$ cat src/rtl/pool_ctrl.sv
// rtl/pool_ctrl.sv - max-pooling sequencer: feature read walk, line-buffer/pool enables, output writes
// Optional stall input enabled by defining POOL_STALL_EN.
module pool_ctrl #(
  parameter int DWIDTH   = 16,
  parameter int LWIDTH   = 10,
  parameter int MEMWIDTH = 12,
  parameter int PSIZE    = 2,
  parameter int BUF_LAT  = 1,
  parameter int POOL_LAT = 2
) (
  input  logic                clk,
  input  logic                xrst,
  input  logic                req,
  input  logic [LWIDTH-1:0]   total_out,
  input  logic [LWIDTH-1:0]   fea_size,
  input  logic [MEMWIDTH-1:0] in_offset,
  input  logic [MEMWIDTH-1:0] out_offset,
`ifdef POOL_STALL_EN
  input  logic                stall,
`endif
  output logic                ack,
  output logic                busy,
  output logic [MEMWIDTH-1:0] mem_feat_addr,
  output logic                buf_feat_en,
  output logic [LWIDTH-1:0]   w_fea_size,
  output logic [LWIDTH-1:0]   w_pool_size,
  output logic                out_en,
  output logic                mem_out_we,
  output logic [MEMWIDTH-1:0] mem_out_addr
);

  localparam int PL = 1 + BUF_LAT + POOL_LAT;

  if (PSIZE != 2 || DWIDTH < 1 || BUF_LAT < 1 || POOL_LAT < 1) begin : g_cfg_err
    $error("pool_ctrl: unsupported parameter set");
  end

  typedef enum logic [2:0] {S_IDLE, S_PREP, S_READ, S_DRAIN, S_NEXT, S_DONE} state_t;

  state_t            state;
  logic [LWIDTH-1:0] total_q;
  logic [LWIDTH-1:0] ch;
  logic [LWIDTH-1:0] row;
  logic [LWIDTH-1:0] col;
  logic [LWIDTH-1:0] last_idx;
  logic [PL-1:0]     pv;
  logic [PL-1:0]     pt;
  logic              buf_q;
  logic              hold;
  logic              rd;
  logic              win;

`ifdef POOL_STALL_EN
  assign hold = stall;
`else
  assign hold = 1'b0;
`endif

  assign rd          = (state == S_READ) && !hold;
  // Odd row and odd col closes a 2x2 window; an odd map's trailing row/col index is even.
  assign win         = row[0] & col[0];
  assign last_idx    = (w_fea_size == '0) ? '0 : w_fea_size - LWIDTH'(1);
  assign w_pool_size = LWIDTH'(PSIZE);
  assign buf_feat_en = buf_q;
  assign out_en      = pt[BUF_LAT] & !hold;
  assign mem_out_we  = pt[PL-1] & !hold;

  always_ff @(posedge clk or negedge xrst) begin
    if (!xrst) begin
      state         <= S_IDLE;
      total_q       <= '0;
      ch            <= '0;
      row           <= '0;
      col           <= '0;
      pv            <= '0;
      pt            <= '0;
      buf_q         <= 1'b0;
      ack           <= 1'b0;
      busy          <= 1'b0;
      mem_feat_addr <= '0;
      mem_out_addr  <= '0;
      w_fea_size    <= '0;
    end else begin
      ack   <= 1'b0;
      buf_q <= rd;
      // pv tracks every issued read, pt only window-completing ones.
      if (!hold) begin
        pv <= {pv[PL-2:0], rd};
        pt <= {pt[PL-2:0], rd & win};
      end
      if (mem_out_we) mem_out_addr <= mem_out_addr + MEMWIDTH'(1);
      if (!hold) begin
        case (state)
          S_IDLE: begin
            if (req) begin
              state <= S_PREP;
              busy  <= 1'b1;
            end
          end
          S_PREP: begin
            total_q       <= total_out;
            w_fea_size    <= fea_size;
            mem_feat_addr <= in_offset;
            mem_out_addr  <= out_offset;
            ch            <= '0;
            row           <= '0;
            col           <= '0;
            if (total_out == '0) begin
              state <= S_DONE;
              ack   <= 1'b1;
            end else begin
              state <= S_READ;
            end
          end
          S_READ: begin
            mem_feat_addr <= mem_feat_addr + MEMWIDTH'(1);
            if (col == last_idx) begin
              col <= '0;
              if (row == last_idx) begin
                row   <= '0;
                state <= S_DRAIN;
              end else begin
                row <= row + LWIDTH'(1);
              end
            end else begin
              col <= col + LWIDTH'(1);
            end
          end
          S_DRAIN: begin
            // Leave once only the final write stage can still be occupied.
            if (pv[PL-2:0] == '0) state <= S_NEXT;
          end
          S_NEXT: begin
            ch <= ch + LWIDTH'(1);
            if (ch + LWIDTH'(1) == total_q) begin
              state <= S_DONE;
              ack   <= 1'b1;
            end else begin
              state <= S_READ;
            end
          end
          S_DONE: begin
            state <= S_IDLE;
            busy  <= 1'b0;
          end
          default: state <= S_IDLE;
        endcase
      end
    end
  end

endmodule
$ cat config.mk
export PLATFORM = sky130hd
export DESIGN_NAME = pool_ctrl
export DESIGN_NICKNAME = d
export VERILOG_FILES = /design/src/rtl/pool_ctrl.sv
export SDC_FILE = /design/constraint.sdc
export NUM_CORES = 1
export LEC_CHECK = 0
export BUFFER_PORTS_ARGS = -buffer_cell sky130_fd_sc_hd__buf_2
export CAP_MARGIN = 30
export CORE_MARGIN = 8
export CORE_UTILIZATION = 55
export CTS_BUF_LIST = sky130_fd_sc_hd__clkbuf_4
export DETAILED_ROUTE_END_ITERATION = 16
export PLACE_DENSITY = 0.77
export SLEW_MARGIN = 0
export SYNTH_ARGS = -nofsm -noshare
export SYNTH_HDL_FRONTEND = slang
export SYNTH_SLANG_ARGS = --single-unit
export TNS_END_PERCENT = 30
$ cat constraint.sdc
create_clock -name clk -period 4.12 [get_ports clk]
set_input_delay 0.618 -clock clk [delete_from_list [all_inputs] [get_ports clk]]
set_output_delay 0.618 -clock clk [all_outputs]
set_load 0.02 [all_outputs]
==> flow_summary.toml <==
[job]
cap_violations = 0

[setup_path]
crit_required_ps = 4440
cp_cell_sequence = "inv_1 -> ha_2 -> nor2b_1 -> nand3_2 -> a211o_1 -> a2111o_1 -> nor4_4 -> a21oi_2 -> o21bai_1 -> a21o_1"
max_stage_delay_ps = 580
r2r_slack_ps = 280
start_kind = "flip-flop"
endpoint_kind = "flip-flop"
crit_fanout = 14
slowest_stage = "nor4_4"
crit_arrival_ps = 4160
path_class = "reg2reg"

[place]
io_buffers = 85
gp_congestion = 0.961
dp_hpwl_mm = 10.1
placed_cells = 792

[drt]
via_per_inst = 6.01
wl_per_cell_microns = 17.0
wirelength_mm = 13.7
drtIter0Drc = 534
num_vias = 4851
drc_errors = 0
drt-pass1-iter-count = 6
ant_nets = 0

[synthesis]
syn_avg_cell_area_sq_um = 8.70
synth_edf_count = 0
ys_seq_area_frac = 0.407
synthMuxAreaShare = 0.00993
synth_top_family_by_area = "simple AND/OR/NAND/NOR gates"
yosys.area_share.xor_xnor = 0.0622
ys_types = 71
netlist_instances = 608
synth_area_sq_um = 5290
synth_compound_area_frac = 0.199
yosysWarnings = 0
yosys.area_share.adder = 0.0142
ys.flop_type = "dfrtp_1"
synthSimpleGateAreaFrac = 0.258
asyncSetResetFlopFracSynth = 1.00
ys_ff_latch = 86

[clocking]
numClockSinks = 86
cts_tree = "done"
clk_pin_slew_ps = 140
clk_path_buf_depth = 2
cts_inserted_buffers = 9
postCtsSetupBuffers = 0
cts_root_buf = "clkbuf_4"
clk_latency_ps = 430
htree_levels = 3

[global_route]
grt_max_degree = 75
grt_pass1_wl_mm = 22.8
grt-ovfl-total = 0
grt_pass1_vias = 4666
antenna_found_initial = 0
gr-usage-all-layers = 0.212

[cells_and_area]
final_common_cell = "nand2_1"
antenna_cells = 0
most-common-layout-cells = "108 x nand2_1, 86 x dfrtp_1, 84 x buf_2"
drive_gt1_frac = 0.184
stdcell_count = 807
final_nets = 727
syn_to_final_growth_pct = 11.4

[pwr]
p_leak_nw = 2.52
p_clk_frac = 0.348
comb_power_share = 0.038
internal-power_mw = 1.06
sequentialPowerShare = 0.615
power_density_nw_per_um2 = 233
ir_drop_mv = 0.163
p_sw_mw = 0.315
sw_frac_of_total = 0.229

[sta]
fmax_ghz = 0.260
fin_tns_setup_ps = 0
fin_skew_ps = 18.1
tightestPinTransition_ps = 847
slew_headroom = 0.434
slew_violations = 0
hold-worst-slack_ps = 13.6
fin_crit_ps = 3840
setup_viol = 0
hold_viol_final = 0
period_share = 0.933
rsz0062_at_grt = "false"

[floorplan]
die_h_microns = 114
die_area_sq_um = 13000
ioPinCount = 96
core_area_sq_um = 9280
row_count = 35
start_util = 0.570
dieWidth_microns = 114

[run_status]
status = "finished clean"

[min_path]
hold_class = "in2async"
[stage by stage]
stage | worst slack [ps] | cell area, sq um | power, mW | utilization
floorplan | 844 | 5320 | 0.877 | -
global placement | 430 | 5730 | 0.909 | 0.617
detailed placement | 216 | 5760 | 0.913 | 0.620
CTS | 197 | 5890 | 1.38 | 0.634
global route | 76.0 | 5890 | 1.43 | 0.635
finish | 278 | 5890 | 1.37 | 0.635
[state kept, by name, summed over array words and instances (netlist names)]
| register | cells |
|---|---|
| w_fea_size | 10 |
| mem_feat_addr | 12 |
| busy | 1 |
| col | 10 |
| ch | 10 |
| pt | 4 |
| ack | 1 |
| pv | 3 |
| row | 10 |
| state | 3 |
| total_q | 10 |
| mem_out_addr | 12 |
[kinds of logic after synthesis]
group / Yosys count
buf+inv: 53
simple gates: 265
compound gates: 155
xor+xnor: 36
other cells: 2
flops: 86
fa+ha+maj: 6
mux: 5
[cell usage after synthesis, drive strengths merged (12+ instances only)]
library cell,n,area share
a21oi,16,0.016
a31oi,12,0.014
and3,24,0.028
buf,18,0.024
clkbuf,26,0.018
dfrtp,86,0.41
nand2,108,0.077
nand2b,12,0.014
nand3,28,0.028
nor2,27,0.019
o21ai,51,0.048
xnor2,18,0.030
xor2,17,0.028
[power groups by stage]
stage                     logic, mW  clock network [mW]  registers, mW
after floorplan              0.0162                   0          0.860
after global placement       0.0485                   0          0.860
after detailed placement     0.0527                   0          0.860
after CTS                    0.0528               0.485          0.844
after global routing         0.0588               0.524          0.844
final                        0.0519               0.477          0.844
[timing repair]
item | in CTS | in global routing
gates resized for setup | 0 | 1
hold buffers | 0 | 0
setup endpoints to repair | 0 | 8
[per-layer routing]
metal	share of wire	track usage	vias to the layer above
met5	0	0	-
li1	-	-	2312
met4	0.013	0.0577	0
met1	0.42	0.266	2359
met2	0.50	0.357	157
met3	0.066	0.0496	23
[path summary, 6_finish.rpt]
| kind | start | cells past startpoint | endpoint |
|---|---|---|---|
| worst min register to register | pt[0] | 0 | pt[1] |
| min in group clk | fea_size[2] | 3 | w_fea_size[2] |
| worst max-delay path | w_fea_size[0] | 10 | row[6] |
| worst max register to register | w_fea_size[0] | 10 | row[6] |
| max in group asynchronous | xrst | 2 | col[4] |
| worst min-delay path | xrst | 1 | mem_out_addr[0] |
[critical path, delay by kind of cell, from the launching register on]
kind | cells | cell delay, ps
adder cells (fa/ha/maj) | 1 | 370
flip-flops | 1 | 510
AND/OR/NAND/NOR | 3 | 1240
AO/OA/AOI/OAI | 5 | 1410
buffers and inverters | 1 | 230
[cell type report]
class / count / area, sq um
multi-input combinational: 477 / 2920
sequential: 86 / 2150
inverter: 9 / 33.8
timing repair buffer: 91 / 493
clock buffer: 11 / 82.6
fill: 832 / 3390
clock inverter: 4 / 48.8
tap: 129 / 161
Power figures use the tool's default switching activity.
